## src/rtl/psr_pkg.sv

```systemverilog
// Shared types and helpers for the psr1 chain loader.
//   psr_state_e   : loader FSM states
//   MODE_SERIAL   : shift the word in MSB-first, one bit per shift pulse
//   MODE_PARALLEL : load the whole word with one shift pulse
//   bit_period()  : clk cycles per shift pulse (setup + pulse + hold)
package psr_pkg;

  typedef enum logic [1:0] {
    StIdle,
    StSetup,
    StPulse,
    StHold
  } psr_state_e;

  localparam logic MODE_SERIAL   = 1'b0;
  localparam logic MODE_PARALLEL = 1'b1;

  function automatic int unsigned bit_period(input int unsigned sep, input int unsigned hold);
    return sep + 1 + hold;
  endfunction

endpackage

```

## src/rtl/psr_wait_timer.sv

```systemverilog
// Loadable down-counter used to space the shift pulse from its surrounding data changes.
//   clk_i      : clock
//   rst_i      : synchronous active-high reset
//   load_i     : load load_val_i this cycle
//   load_val_i : value to load (cycles remaining minus one)
//   zero_o     : counter has reached zero
// The counter stops at zero rather than wrapping.
module psr_wait_timer #(
  parameter int unsigned W = 2
) (
  input  logic         clk_i,
  input  logic         rst_i,
  input  logic         load_i,
  input  logic [W-1:0] load_val_i,
  output logic         zero_o
);

  logic [W-1:0] cnt_q, cnt_d;

  always_comb begin
    cnt_d = cnt_q;
    if (load_i) begin
      cnt_d = load_val_i;
    end else if (cnt_q != '0) begin
      cnt_d = cnt_q - 1'b1;
    end
  end

  always_ff @(posedge clk_i) begin
    if (rst_i) begin
      cnt_q <= '0;
    end else begin
      cnt_q <= cnt_d;
    end
  end

  assign zero_o = (cnt_q == '0);

endmodule

```

## src/rtl/psr_loader.sv

```systemverilog
// Upstream feeder for a chain of WIDTH psr1 cells. Accepts one word per valid/ready handshake
// and drives sin/pin/shift_clk with SEP_CYCLES of setup and HOLD_CYCLES of hold around each
// shift pulse.
//   clk, rst          : clock, synchronous active-high reset
//   in_valid/in_ready : word handshake; in_data and in_mode captured on accept
//   in_mode           : 0 serial MSB-first shift-in, 1 single-pulse parallel load
//   sin, pin          : serial and parallel data to the chain
//   shift_clk         : one-cycle shift pulse
//   busy, done        : transfer in progress / one-cycle completion pulse
// All outputs are flops; their next values are derived from the next state.
module psr_loader
  import psr_pkg::*;
#(
  parameter int unsigned WIDTH       = 8,
  parameter int unsigned SEP_CYCLES  = 2,
  parameter int unsigned HOLD_CYCLES = 1
) (
  input  logic             clk,
  input  logic             rst,
  input  logic             in_valid,
  output logic             in_ready,
  input  logic [WIDTH-1:0] in_data,
  input  logic             in_mode,
  output logic             sin,
  output logic [WIDTH-1:0] pin,
  output logic             shift_clk,
  output logic             busy,
  output logic             done
);

  localparam int unsigned MaxWait = (SEP_CYCLES > HOLD_CYCLES) ? SEP_CYCLES : HOLD_CYCLES;
  localparam int unsigned WaitW   = $clog2(MaxWait + 1);
  localparam int unsigned BitW    = $clog2(WIDTH + 1);

  // Timer is loaded with length-1 so the zero flag marks the last cycle of the state.
  localparam logic [WaitW-1:0] SepLoad  = WaitW'(SEP_CYCLES - 1);
  localparam logic [WaitW-1:0] HoldLoad = (HOLD_CYCLES > 0) ? WaitW'(HOLD_CYCLES - 1) : '0;
  localparam logic [BitW-1:0]  LastBit  = BitW'(WIDTH - 1);

  psr_state_e       state_q, state_d;
  logic [WIDTH-1:0] data_q, data_d;
  logic             mode_q, mode_d;
  logic [BitW-1:0]  bit_cnt_q, bit_cnt_d;

  logic             timer_load;
  logic [WaitW-1:0] timer_val;
  logic             wait_zero;
  logic             bit_end;
  logic             finish;

  logic             sin_q, sin_d;
  logic [WIDTH-1:0] pin_q, pin_d;
  logic             shift_clk_q, shift_clk_d;
  logic             busy_q, busy_d;
  logic             done_q, done_d;
  logic             in_ready_q, in_ready_d;

  psr_wait_timer #(
    .W(WaitW)
  ) u_wait_timer (
    .clk_i     (clk),
    .rst_i     (rst),
    .load_i    (timer_load),
    .load_val_i(timer_val),
    .zero_o    (wait_zero)
  );

  // State register.
  always_ff @(posedge clk) begin
    if (rst) begin
      state_q   <= StIdle;
      data_q    <= '0;
      mode_q    <= MODE_SERIAL;
      bit_cnt_q <= '0;
    end else begin
      state_q   <= state_d;
      data_q    <= data_d;
      mode_q    <= mode_d;
      bit_cnt_q <= bit_cnt_d;
    end
  end

  // Next-state logic.
  always_comb begin
    state_d    = state_q;
    data_d     = data_q;
    mode_d     = mode_q;
    bit_cnt_d  = bit_cnt_q;
    timer_load = 1'b0;
    timer_val  = SepLoad;
    bit_end    = 1'b0;
    finish     = 1'b0;

    unique case (state_q)
      StIdle: begin
        if (in_valid && in_ready_q) begin
          state_d    = StSetup;
          data_d     = in_data;
          mode_d     = in_mode;
          bit_cnt_d  = '0;
          timer_load = 1'b1;
        end
      end
      StSetup: begin
        if (wait_zero) begin
          state_d = StPulse;
        end
      end
      StPulse: begin
        if (HOLD_CYCLES != 0) begin
          state_d    = StHold;
          timer_load = 1'b1;
          timer_val  = HoldLoad;
        end else begin
          bit_end = 1'b1;
        end
      end
      StHold: begin
        if (wait_zero) begin
          bit_end = 1'b1;
        end
      end
      default: state_d = StIdle;
    endcase

    // End of a bit period: either start the next serial bit or finish the word.
    if (bit_end) begin
      if (mode_q == MODE_PARALLEL || bit_cnt_q == LastBit) begin
        state_d = StIdle;
        finish  = 1'b1;
      end else begin
        state_d    = StSetup;
        bit_cnt_d  = bit_cnt_q + 1'b1;
        data_d     = data_q << 1;
        timer_load = 1'b1;
        timer_val  = SepLoad;
      end
    end
  end

  // Output logic: registered outputs follow the state being entered.
  always_comb begin
    busy_d      = (state_d != StIdle);
    in_ready_d  = (state_d == StIdle);
    shift_clk_d = (state_d == StPulse);
    done_d      = finish;
    sin_d       = (busy_d && mode_d == MODE_SERIAL) ? data_d[WIDTH-1] : 1'b0;
    pin_d       = (busy_d && mode_d == MODE_PARALLEL) ? data_d : '0;
  end

  always_ff @(posedge clk) begin
    if (rst) begin
      sin_q       <= 1'b0;
      pin_q       <= '0;
      shift_clk_q <= 1'b0;
      busy_q      <= 1'b0;
      done_q      <= 1'b0;
      in_ready_q  <= 1'b0;
    end else begin
      sin_q       <= sin_d;
      pin_q       <= pin_d;
      shift_clk_q <= shift_clk_d;
      busy_q      <= busy_d;
      done_q      <= done_d;
      in_ready_q  <= in_ready_d;
    end
  end

  assign sin       = sin_q;
  assign pin       = pin_q;
  assign shift_clk = shift_clk_q;
  assign busy      = busy_q;
  assign done      = done_q;
  assign in_ready  = in_ready_q;

endmodule

```

## config.mk

```make
export PLATFORM = sky130hd
export DESIGN_NAME = psr_loader
export DESIGN_NICKNAME = d
export VERILOG_FILES = /design/src/rtl/psr_pkg.sv /design/src/rtl/psr_wait_timer.sv /design/src/rtl/psr_loader.sv
export SDC_FILE = /design/constraint.sdc
export NUM_CORES = 1
export LEC_CHECK = 0
export CAP_MARGIN = 40
export CELL_PAD_IN_SITES_DETAIL_PLACEMENT = 0
export CELL_PAD_IN_SITES_GLOBAL_PLACEMENT = 1
export CORE_UTILIZATION = 41
export CTS_CLUSTER_DIAMETER = 40
export DETAILED_ROUTE_END_ITERATION = 10
export GPL_ROUTABILITY_DRIVEN = 0
export GPL_TIMING_DRIVEN = 0
export PLACE_DENSITY = 0.87
export SKIP_LAST_GASP = 1
export SYNTH_ARGS = -nofsm -noshare
export SYNTH_HDL_FRONTEND = slang
export SYNTH_SLANG_ARGS = --single-unit
```

## constraint.sdc

```tcl
create_clock -name clk -period 2.7 [get_ports clk]
set_input_delay 0.81 -clock clk [delete_from_list [all_inputs] [get_ports clk]]
set_output_delay 0.81 -clock clk [all_outputs]
set_load 0.05 [all_outputs]
```

==> reports/results.md <==
| Step | Result | Value |
| --- | --- | --- |
| outcome | Result of the run | finished clean |
| worst hold path | Worst min-delay path startpoint | bit_cnt_q[3] |
| setup path | Critical-path maximum fanout | 5 |
| logic synthesis | Simple-Gate Fraction of Synth Area | 0.205 |
| sta | Actual transition at the worst max-transition pin | 0.506 ns |
| sta | FMAX | 0.425 GHz |
| floorplan | Core Rows | 19 |
| final layout | Area growth from synthesis to layout | 28.2% |
| setup path | Setup crit end kind | output pin |
| sta | Sum of negative setup slack | 0 ns |
| setup path | Crit path depth | 1 |
| pwr | Worst IR drop on VDD | 0.565 mV |
| setup path | Slack of the worst reg-to-reg path | 0.97 ns |
| logic synthesis | Proportion of register bits with asynchronous set or reset after synthesis | 0 |
| clocking | Clock-pin slew on the worst setup and hold paths | 0.09 ns |
| setup path | Required time of the worst setup path | 1.89 ns |
| logic synthesis | Synthesized flop and latch total | 30 |
| clocking | Clock latency of the later-clocked register in the worst-skew pair | 0.32 ns |
| route | DR iter-0 viols | 13 |
| logic synthesis | Main combinational cell family by area after synthesis | simple AND/OR/NAND/NOR gates |
| placement | Post-Place Worst Slack | 0.232 ns |
| logic synthesis | Fraction of synthesized cell area in xor and xnor cells | 0.0144 |
| route | Number of vias per cell after detailed routing | 5.15 |
| sta | Final worst path period need | 2.35 ns |
| logic synthesis | Area share of fa/ha/maj cells after synthesis | 0.0206 |
| logic synthesis | Top cells by area, synth | dfxtp_1, mux2_1, nor2_1 |
| final layout | Inserted Diodes | 0 |
| clocking | Setup Fix Bufs, Post-CTS | 0 |
| floorplan | Die ar. | 0.00318 mm² |
| worst hold path | Classification of the worst-slack hold path | reg2reg |
| setup path | Endpoint of the lowest-slack register-to-register path | data_q[7] |
| sta | Post-route setup slack | 0.348 ns |
| setup path | Top Family by Delay on Critical Path | buffers and inverters |
| pwr | Leakage power summed over all cells | 0.642 nW |
| floorplan | Area inside the core boundary | 0.00278 mm² |
| clocking | CTS H-Tree Depth | 2 |
| route | Aggregate routed wire length | 2200 µm |
| route | Count of antenna-violating nets left after detailed routing | 0 |
| grt | Number of global-route vias before repair | 916 |
| route | First-pass iteration count of the detailed router | 4 |
| placement | Buffers added on ports | 24 |
| grt | Residual overflow from global routing | 0 |
| setup path | Crit path to | in_ready |
| logic synthesis | Net count after synthesis | 130 |
| logic synthesis | Synth Area in Compound Gates | 0.0619 |
| final layout | Final-layout fill cell count | 247 |
| logic synthesis | Cell area after technology mapping | 0.00121 mm² |
| clocking | Post-cts resize count | 0 |
| setup path | CP Buf/Inv Count | 1 |
| grt | Total Routing Usage GR | 0.160 |
| logic synthesis | Mux cell area share after synthesis | 0.163 |
| sta | Max-slew headroom | 0.662 |
| sta | Final number of setup-violating endpoints | 0 |
| setup path | Launching element type of the critical path | register |
| logic synthesis | Most used DFF post-synth | dfxtp_1 |
| logic synthesis | Cell type with the highest aggregate area in the netlist | dfxtp_1 |
| route | Post-route DRC | 0 |
| grt | Maximum number of pins on one net before global-route repair | 11 |
| setup path | Crit path from | in_ready |
| sta | Setup repair after global routing missed its margin | no |
| sta | Fin Clk Skew | 0.00620 ns |
| route | Wire per inst | 12.3 µm |
| final layout | Layout net count | 161 |
| clocking | CTS tree | yes |
| logic synthesis | Post-synth top area share | 0.495 |
| final layout | Share of layout cells above drive strength 1 | 0.122 |
| setup path | Launching point of the worst reg2reg path | u_wait_timer.cnt_q[0] |
| setup path | Arrival time reported for the critical path endpoint | 1.54 ns |
| clocking | Number of hold buffers added after CTS | 0 |
| clocking | Cell chosen for the clock root | clkbuf_4 |
| logic synthesis | EDFF count, synth | 0 |
| sta | Total count of max-transition violations in the final report | 0 |
| logic synthesis | Avg Inst Size Synth | 10.5 µm² |
| logic synthesis | Gate Count Post-Synth | 116 |
| floorplan | Effective utilization at floorplan | 0.436 |
| setup path | Delay of the slowest critical-path stage | 0.82 ns |
| grt | First-pass GRT wire length | 3920 µm |
| floorplan | I/O pin count | 25 |
| setup path | Type of the worst setup path | reg2out |
| logic synthesis | Sequential cell area fraction in the yosys report | 0.495 |
| setup path | Critical-path cell with the highest stage delay | clkdlybuf4s50_1 |
| clocking | Number of buffers created by CTS | 5 |
| logic synthesis | Post-synthesis cell type count | 33 |
| placement | Detailed-placement wirelength estimate | 1620 µm |
| logic synthesis | Most frequent cells after synthesis | dfxtp_1, nor2_1, a21oi_1, mux2_1, mux2i_1 |
| setup path | CP Cell Sequence | clkdlybuf4s50_1 |
| floorplan | Y dimension of the die | 56.4 µm |
| flow run | Total of max-cap violations | 0 |
| route | Via Count | 922 |
| clocking | Clock sink total | 30 |
| clocking | Clk buf depth | 2 |
| logic synthesis | Warning count from the yosys run | 0 |
| sta | Final cycle utilization of the critical path | 0.871 |
| logic synthesis | Most frequent cell after synthesis | dfxtp_1 |
| grt | Initial antenna violation count | 0 |
| sta | Hold Violations, Final | 0 |
| setup path | Worst reg-to-reg path cell count | 7 |
| floorplan | Die boundary width | 56.4 µm |
| pwr | Power per standard cell area | 845 mW/mm² |
[layout make-up]
type | count | area (µm²) | area share
multi-input cells | 78 | 564 | 0.363
clock inverters | 2 | 12.5 | 0.00804
flip-flops and latches | 30 | 601 | 0.386
plain buffers | 5 | 37.5 | 0.0241
inverters | 3 | 11.3 | 0.00723
repair buffers | 24 | 240 | 0.154
clock buffers | 6 | 51.3 | 0.0330
well taps | 31 | 38.8 | 0.0249
[stage by stage]
stage / hold slack [ns] / area [µm²] / utilization / power [mW] / cells
finish: 0.480 / 1560 / 0.560 / 1.32 / 179
global route: 0.512 / 1560 / 0.560 / 1.41 / 179
CTS: 0.488 / 1560 / 0.560 / 1.34 / 179
detailed placement: 0.474 / 1490 / 0.537 / 1.05 / 171
global placement: 0.459 / 1490 / 0.537 / 1.04 / 171
floorplan: 0.448 / 1210 / - / 0.933 / 116
[power by group]
part	total, mW	internal (mW)	switching (mW)
clock network	0.279	0.125	0.154
logic	0.486	0.210	0.276
registers	0.551	0.512	0.0398
[layer usage]
| metal | routed length (µm) | global-route usage | part of all wire |
|---|---|---|---|
| met1 | 1020 | 0.187 | 0.46 |
| met2 | 1040 | 0.257 | 0.47 |
| met3 | 114 | 0.0599 | 0.052 |
| met4 | 27 | 0.0801 | 0.012 |
| met5 | 0 | 0 | 0 |
[worst min-delay path by stage]
stage | to | cells past startpoint
6_report | bit_cnt_q[3] | 2
5_1_grt | bit_cnt_q[3] | 2
4_1_cts | bit_cnt_q[3] | 2
3_5_place_dp | bit_cnt_q[3] | 2
3_3_place_gp | bit_cnt_q[3] | 2
2_1_floorplan | bit_cnt_q[3] | 2
[state kept, by name, summed over array words and instances (netlist names)]
name	count
u_wait_timer.cnt_q	2
data_q	8
in_ready	1
shift_clk	1
done	1
pin	8
bit_cnt_q	4
busy	1
mode_q	1
sin	1
state_q	2
[worst register-to-register path, cell delays in order (launching register included)]
cell and delay (ns):
dfxtp_1 0.35, inv_1 0.05, ha_1 0.27, and4b_1 0.27, nand2b_1 0.10, buf_4 0.23
mux2i_4 0.30, nor2_1 0.05
[cells in the final DEF, fill, tap and decap left out, types with 3 or more instances in the layout]
cell             count
clkdlybuf4s50_1     24
inv_1                3
nor3_1               3
nand3_1              5
nor2_1              19
mux2i_1              7
nand2_1              5
a21oi_1              7
mux2_1               7
clkbuf_4             5
dfxtp_1             30
[logic make-up after synthesis]
family / count (synthesis)
simple gates: 44
flops: 30
mux: 17
compound gates: 13
buf+inv: 8
xor+xnor: 2
fa+ha+maj: 2
Note: power is estimated with default switching activity, not from simulation.
